==> config.mk <==
export PLATFORM = sky130hd
export DESIGN_NAME = event_pulse_driver
export DESIGN_NICKNAME = d
export VERILOG_FILES = /design/src/rtl/event_pulse_driver.sv
export SDC_FILE = /design/constraint.sdc
export NUM_CORES = 1
export LEC_CHECK = 0
export CAP_MARGIN = 20
export CORE_MARGIN = 2
export CORE_UTILIZATION = 57
export DETAILED_ROUTE_END_ITERATION = 10
export DONT_BUFFER_PORTS = 1
export PLACE_DENSITY = 0.76
export SETUP_SLACK_MARGIN = 0.05
export SLEW_MARGIN = 40
export SYNTH_ARGS = -nofsm -noshare
export SYNTH_HDL_FRONTEND = slang
export SYNTH_SLANG_ARGS = --single-unit
export TNS_END_PERCENT = 20
==> constraint.sdc <==
create_clock -name clk -period 3.2 [get_ports clk]
set_clock_uncertainty 0.2 [all_clocks]
set_input_delay 0.32 -clock clk [delete_from_list [all_inputs] [get_ports clk]]
set_output_delay 0.32 -clock clk [all_outputs]
set_load 0.005 [all_outputs]
==> src/rtl/event_pulse_driver.sv <==
// Stretches single-cycle trig events into ON_CYCLES-high / GAP_CYCLES-low output pulses.
// Define EVENT_PULSE_QUEUE_EN to queue up to 15 requests that arrive while busy.
module event_pulse_driver #(
   parameter int unsigned ON_CYCLES  = 100000,
   parameter int unsigned GAP_CYCLES = 100000,
   parameter int unsigned CNT_W      = 17
) (
   input  logic       clk,
   input  logic       reset_n,
   input  logic       trig,
   output logic       out_level,
   output logic       busy,
   output logic [3:0] pend_cnt,
   output logic       drop
);

   typedef enum logic [1:0] {IDLE, ON, GAP} state_t;

   localparam logic [CNT_W-1:0] ON_LAST  = CNT_W'(ON_CYCLES - 1);
   localparam logic [CNT_W-1:0] GAP_LAST = CNT_W'(GAP_CYCLES - 1);

   state_t           state;
   logic [CNT_W-1:0] cnt;
   logic             gap_end;
   logic             busy_trig;

   assign gap_end   = (state == GAP) && (cnt == GAP_LAST);
   assign busy_trig = (state != IDLE) && trig;

`ifdef EVENT_PULSE_QUEUE_EN
   logic next_pulse;
   // A trig on the last GAP cycle is served by the next pulse straight away.
   assign next_pulse = (pend_cnt != 4'd0) || trig;
`endif

   always_ff @(posedge clk or negedge reset_n) begin
      if (!reset_n) begin
         state     <= IDLE;
         cnt       <= '0;
         out_level <= 1'b0;
         busy      <= 1'b0;
      end else begin
         case (state)
            IDLE: begin
               if (trig) begin
                  state     <= ON;
                  cnt       <= '0;
                  out_level <= 1'b1;
                  busy      <= 1'b1;
               end
            end
            ON: begin
               if (cnt == ON_LAST) begin
                  state     <= GAP;
                  cnt       <= '0;
                  out_level <= 1'b0;
               end else begin
                  cnt <= cnt + 1'b1;
               end
            end
            GAP: begin
               if (gap_end) begin
                  cnt <= '0;
`ifdef EVENT_PULSE_QUEUE_EN
                  if (next_pulse) begin
                     state     <= ON;
                     out_level <= 1'b1;
                  end else begin
                     state <= IDLE;
                     busy  <= 1'b0;
                  end
`else
                  state <= IDLE;
                  busy  <= 1'b0;
`endif
               end else begin
                  cnt <= cnt + 1'b1;
               end
            end
            default: begin
               state     <= IDLE;
               cnt       <= '0;
               out_level <= 1'b0;
               busy      <= 1'b0;
            end
         endcase
      end
   end

`ifdef EVENT_PULSE_QUEUE_EN
   // At GAP end a trig cancels the decrement, so the count holds and nothing is lost.
   always_ff @(posedge clk or negedge reset_n) begin
      if (!reset_n) begin
         pend_cnt <= '0;
         drop     <= 1'b0;
      end else begin
         drop <= 1'b0;
         if (busy_trig) begin
            if (!gap_end) begin
               if (pend_cnt == 4'd15) drop <= 1'b1;
               else                   pend_cnt <= pend_cnt + 4'd1;
            end
         end else if (gap_end && (pend_cnt != 4'd0)) begin
            pend_cnt <= pend_cnt - 4'd1;
         end
      end
   end
`else
   assign pend_cnt = '0;

   always_ff @(posedge clk or negedge reset_n) begin
      if (!reset_n) drop <= 1'b0;
      else          drop <= busy_trig;
   end
`endif

endmodule
==> metrics.md, run 1 <==
| Metric | Value |
|---|---|
| Sequential share of the synthesized area | 42.7% |
| R2R Setup Slk | 0.80 ns |
| Hold_ws | 0.0466 ns |
| Rel. slew slack | 57.2% |
| Core area | 0.00217 mm² |
| Area leader, netlist | dfrtp_1 |
| Status | finished clean |
| Crit-path cells | inv_1 -> ha_1 -> nor2b_2 -> or4_1 -> or3_1 -> a21oi_1 |
| Root buffer cell | clkbuf_4 |
| Starting DRT DRC Count | 40 |
| H-Tree Depth | 1 |
| Antenna violations before repair | 0 |
| Die width | 51.6 µm |
| Crit path kind | reg2reg |
| CP required | 3.23 ns |
| CP delay by family, top | simple AND/OR/NAND/NOR gates |
| Lkg Pwr | 0.499 nW |
| Unrepaired setup endpoints after global routing | no |
| Placer Congestion | 0.863 |
| TritonCTS Buffers | 3 |
| Drt drc | 0 |
| PwrDens | 498 mW/mm² |
| Layout cells sized above 1 | 9.29% |
| WL/cell | 15.4 µm |
| Cells after Synth | 137 |
| Setup bufs post-CTS | 0 |
| Layout fillers | 184 |
| Final setup violating endpoints | 0 |
| Top cells by area, synth | dfrtp_1 (43%), nand2_1 (4.1%), ha_1 (3.9%), nand4_1 (3.4%), a21oi_1 (3.1%) |
| Period minus WS final | 2.40 ns |
| Placed insts | 162 |
| Drt pass-1 iters | 4 |
| Worst path max stage delay | 0.64 ns |
| Crit-path slowest cell | or4_1 |
| Seq cells post-synth | 22 |
| Worst-Skew Late Latency | 0.30 ns |
| Clock slew at reported path FFs | 0.11 ns |
| IO Port Bufs | 0 |
| Fmax | 0.417 GHz |
| Maximum vdd drop | 0.000365 V |
| HPWL after detailed placement | 1860 µm |
| Ys Warns | 0 |
| Area Growth Syn to Fin | 3.88% |
| Via/cell ratio | 6.48 |
| Number of global-route vias before repair | 1096 |
| Gr usage total | 23.8% |
| Library cells used by synthesis | 40 |
| Worst path bufs/invs | 1 |
| Final hold viol count | 0 |
| Nets | 149 |
| First-pass GRT wire length | 4730 µm |
| Non-filler cells, final | 168 |
| Die area | 0.00266 mm² |
| Post-synth ARST share | 100% |
| Clock sinks | 22 |
| Ys flop type | dfrtp_1 |
| Final Cycle Share | 75.0% |
| Pin count of the biggest net entering global routing | 23 |
| Actual slew at the worst max-slew pin | 0.638 ns |
| Global route overflow | 0 |
| Hold_buf cts | 2 |
| Post-CTS Resized | 0 |
| Final ANT Viol Nets | 0 |
| Die H | 51.6 µm |
| Row count | 17 |
| TNS Setup | 0 ns |
| # diodes | 0 |
| Share of the synthesized area in the top cell type | 42.7% |
| Critical Path Fanout Max | 15 |
| Drt total wl | 2580 µm |
| CTS tree | built |
| Starting Density | 59.4% |
| Worst setup SP type | flip-flop |
| Vias post-DR | 1088 |
| Syn Area/Cell | 9.41 µm² |
| Cell Area, Synth | 0.00129 mm² |
| Max-slew violation count | 0 |
| Post-synth EDFFs | 0 |
| Max-cap violations | 0 |
| I/O pins | 10 |
| CP Capture Type | flip-flop |
| Max Root-Sink Buffers | 2 |
| Critical path arrival | 2.43 ns |
| Class of the worst hold path | in2reg |
## cell families after synthesis
kind of cell,count (synthesis),synth area share (%)
compound gates,28,14.6
mux,3,2.33
flops,22,42.7
fa+ha+maj,4,3.88
buf+inv,10,4.76
xor+xnor,5,3.40
simple gates,64,28.1
other cells,1,0.291
## layout make-up
class	count	area (µm²)	area share [%]
flip-flops and latches	22	551	41.1
well taps	28	35.0	2.62
multi-input cells	108	691	51.6
repair buffers	3	25.0	1.87
clock buffers	3	22.5	1.68
inverters	4	15.0	1.12
## cells in the final DEF, fill, tap and decap left out, types with 2 or more instances in the layout
master	synthesis	routed
nor3_1	2	2
dfrtp_1	22	22
a21oi_1	8	8
dlygate4sd3_1	0	2
or2_2	2	2
conb_1	1	4
xor2_1	3	3
nand2_1	14	14
ha_1	4	4
or3_1	2	2
mux2i_1	3	3
nor4_1	3	3
a31oi_1	3	3
o21ai_0	6	6
nand4_1	7	7
o31ai_1	2	2
nand2b_1	5	5
inv_1	4	4
xnor2_1	2	2
or4_1	2	2
o311ai_1	2	2
or4_4	2	2
nor2_1	9	9
nand3_1	8	8
clkbuf_4	0	3
## where the power goes
part	switching (mW)	total (mW)	internal, mW	leakage [nW]
Clock	0.0789	0.123	0.0438	0.0138
Combinational	0.133	0.206	0.0729	0.185
Sequential	0.0286	0.338	0.310	0.300
## per-stage QoR
step | util [%] | cell area, µm² | worst slack [ns] | total power, mW
global route | 61.7 | 1340 | 0.640 | 0.717
CTS | 61.5 | 1330 | 0.810 | 0.669
global placement | 59.4 | 1290 | 0.854 | 0.526
floorplan | - | 1300 | 0.944 | 0.499
detailed placement | 59.5 | 1290 | 0.828 | 0.540
finish | 61.7 | 1340 | 0.800 | 0.667
## worst register-to-register path, delay by kind of cell (launching register included)
family / cells / cell delay [ns]
buffers and inverters: 1 / 0.08
AND/OR/NAND/NOR: 3 / 1.25
AO/OA/AOI/OAI: 1 / 0.15
flip-flops: 1 / 0.39
adder cells (fa/ha/maj): 1 / 0.25
## routing by layer
| metal | global-route usage [%] | wire (µm) | vias up |
|---|---|---|---|
| met5 | 0 | 0 | - |
| met4 | 14.9 | 67 | 0 |
| met3 | 3.16 | 121 | 8 |
| met2 | 38.9 | 1270 | 42 |
| met1 | 29.7 | 1130 | 532 |
| li1 | - | - | 506 |
## registers in the layout (all words and copies together) (netlist names)
register,flops
busy,1
cnt,17
drop,1
out_level,1
state,2
## synth_stat cells (3+ instances only)
cell type,instances
dfrtp_1,22
nand2_1,14
nor2_1,9
a21oi_1,8
nand3_1,8
nand4_1,7
o21ai_0,6
nand2b_1,5
buf_4,4
ha_1,4
inv_1,4
a31oi_1,3
mux2i_1,3
nor4_1,3
xor2_1,3
## worst paths after layout
check | start | end | cells after the start
setup / recovery | state[0]$_DFFE_PN0P_ | cnt[14]$_DFFE_PN0P_ | 6
hold / removal | trig | out_level$_DFFE_PN0P_ | 2
setup reg to reg | state[0]$_DFFE_PN0P_ | cnt[14]$_DFFE_PN0P_ | 6
hold reg to reg | cnt[16]$_DFFE_PN0P_ | cnt[16]$_DFFE_PN0P_ | 2
max in group asynchronous | reset_n | cnt[6]$_DFFE_PN0P_ | 2
min in group asynchronous | reset_n | cnt[16]$_DFFE_PN0P_ | 2
Note: power is estimated with default switching activity, not from simulation.
==> inputs of run 2 (changes only) <==
==> constraint.sdc (replaced) <==
create_clock -name clk -period 2.4 [get_ports clk]
set_clock_uncertainty 0.2 [all_clocks]
set_input_delay 0.24 -clock clk [delete_from_list [all_inputs] [get_ports clk]]
set_output_delay 0.24 -clock clk [all_outputs]
set_load 0.005 [all_outputs]
==> metrics.md, run 2 (synthesized netlist as in run 1, its figures left out) <==
| Metric | Value |
|---|---|
| Starting Density | 59.4% (unchanged) |
| Commonest non-fill, non-tap cell in the layout | dfrtp_1 |
| Worst slack, placed | 0.0834 ns (-0.745 ns) |
| Final Cycle Share | 96.7% (+22 points) |
| Starting DRT DRC Count | 49 (+23%) |
| Drt pass-1 iters | 4 (unchanged) |
| Die width | 51.6 µm (unchanged) |
| Placer Congestion | 0.875 (+1.5%) |
| Setup ws final | 0.0796 ns (-0.720 ns) |
| Critical Path Fanout Max | 9 (-6) |
| PwrDens | 696 mW/mm² (+40%) |
| Flip-flop count of the largest register after layout | 17 (unchanged) |
| Final setup violating endpoints | 0 (unchanged) |
| Worst-Skew Late Latency | 0.32 ns (+0.02 ns) |
| IO Port Bufs | 0 (unchanged) |
| Row count | 17 (unchanged) |
| Clock sinks | 22 (unchanged) |
| Register name with the most flops | cnt |
| TNS Setup | 0 ns (unchanged) |
| Antenna violations before repair | 0 (unchanged) |
| Crit path kind | reg2reg |
| # diodes | 0 (unchanged) |
| Critical path arrival | 2.31 ns (-0.12 ns) |
| Nets | 157 (+5.4%) |
| Gr usage total | 23.5% (-0.28 points) |
| Status | finished clean |
| Clock slew at reported path FFs | 0.13 ns (+0.02 ns) |
| Die area | 0.00266 mm² (unchanged) |
| Fmax | 0.431 GHz (+3.4%) |
| Period minus WS final | 2.32 ns (-0.0795 ns) |
| H-Tree Depth | 1 (unchanged) |
| Biggest regs | cnt: 17 flops, state: 2 flops |
| HPWL after detailed placement | 1900 µm (+2.1%) |
| Max Root-Sink Buffers | 2 (unchanged) |
| Layout fillers | 181 (-1.6%) |
| First-pass GRT wire length | 4600 µm (-2.9%) |
| Final hold viol count | 0 (unchanged) |
| Drt total wl | 2730 µm (+5.6%) |
| Area Growth Syn to Fin | 9.81% |
| TritonCTS Buffers | 3 (unchanged) |
| Drt drc | 0 (unchanged) |
| Unrepaired setup endpoints after global routing | yes |
| Core area | 0.00217 mm² (unchanged) |
| Die H | 51.6 µm (unchanged) |
| Most frequent cells in the layout | dfrtp_1 (22), nand2_1 (14), nor2_1 (9) |
| Max-cap violations | 0 (unchanged) |
| Class of the worst hold path | in2reg |
| Vias post-DR | 1078 (-0.92%) |
| CTS tree | built |
| Pin count of the biggest net entering global routing | 23 (unchanged) |
| WL/cell | 15.4 µm (+0.21%) |
| Worst setup SP type | flip-flop |
| CP required | 2.39 ns (-0.84 ns) |
| Max-slew violation count | 0 (unchanged) |
| Maximum vdd drop | 0.000450 V (+23%) |
| I/O pins | 10 (unchanged) |
| Global route overflow | 0 (unchanged) |
| Via/cell ratio | 6.09 (-6.0%) |
| Number of global-route vias before repair | 988 (-9.9%) |
| CP Capture Type | flip-flop |
| Root buffer cell | clkbuf_4 |
| Final ANT Viol Nets | 0 (unchanged) |
| Lkg Pwr | 0.542 nW (+8.7%) |
| Layout cells sized above 1 | 14.8% (+5.5 points) |
[run 2: changes by cell type in the layout (fill, tap and decap cells not counted), sizes merged]
cell / change
clkbuf: +1
buf: +7
a21oi: +1
[run 2: cell type report]
| type | count | area [µm²] | area share, % |
|---|---|---|---|
| Clock buffer | 4 | 36.3 | 2.56 |
| Timing Repair Buffer | 10 | 77.6 | 5.48 |
| Sequential cell | 22 | 551 | 38.9 |
| Inverter | 4 | 15.0 | 1.06 |
| Tap cell | 28 | 35.0 | 2.48 |
| Multi-Input combinational cell | 109 | 701 | 49.5 |
[run 2: critical path, cell delays in order (launching register included)]
cell	delay, ns
dfrtp_1	0.44
or4bb_1	0.58
or4_4	0.60
a21oi_1	0.27
a21oi_1	0.10
[run 2: final timing paths]
path                                      from              endpoint  slack (ns)  cells after the start
max reg2reg                cnt[13]$_DFFE_PN0P_  state[1]$_DFFE_PN0P_        0.08                      4
max in group asynchronous              reset_n        drop$_DFF_PN0_        1.42                      2
min reg2reg                 cnt[1]$_DFFE_PN0P_    cnt[1]$_DFFE_PN0P_        0.38                      2
min in group asynchronous              reset_n    cnt[4]$_DFFE_PN0P_        0.24                      2
max                        cnt[13]$_DFFE_PN0P_  state[1]$_DFFE_PN0P_        0.08                      4
min                                       trig   cnt[10]$_DFFE_PN0P_        0.13                      4
[run 2: report_power, final]
| group | internal (mW) | leakage [nW] | switching (mW) | total, mW |
|---|---|---|---|---|
| sequential | 0.413 | 0.300 | 0.0300 | 0.443 |
| clock | 0.0928 | 0.0210 | 0.117 | 0.210 |
| combinational | 0.126 | 0.221 | 0.206 | 0.332 |
[run 2: through the flow]
stage | hold WS [ns] | utilization, % | instances | cell area (µm²) | power (mW)
6_report | 0.132 | 65.2 | 177 | 1420 | 0.984
5_1_grt | 0.138 | 65.2 | 177 | 1420 | 1.05
4_1_cts | 0.115 | 63.7 | 173 | 1380 | 0.970
3_5_place_dp | -0.255 | 61.1 | 167 | 1330 | 0.750
3_3_place_gp | -0.255 | 61.1 | 167 | 1330 | 0.740
2_1_floorplan | -0.256 | - | 140 | 1300 | 0.665
[run 2: layer usage]
layer  routed length, µm  vias up  GRT usage, %
met5                   0        -             0
met4                  53        0          12.7
met1                1240      515          32.3
met2                1320       28          35.9
met3                 109        4          3.45
li1                    -      531             -
[run 2: timing repair]
item | in CTS | in global routing
resized for setup | 0 | 1
setup endpoints to repair | 0 | 16
endpoints found under the hold margin | 26 | 22
buffers inserted | 0 | 2
hold buffers | 2 | 1
==> inputs of run 3 (changes only) <==
--- a/config.mk
+++ b/config.mk
@@ -10,6 +10,7 @@
 export CORE_UTILIZATION = 57
 export DETAILED_ROUTE_END_ITERATION = 10
 export DONT_BUFFER_PORTS = 1
+export GPL_TIMING_DRIVEN = 1
 export PLACE_DENSITY = 0.76
 export SETUP_SLACK_MARGIN = 0.05
 export SLEW_MARGIN = 40
==> results of run 3 <==
No change in the layout: final DEF, timing and power equal those of run 2.
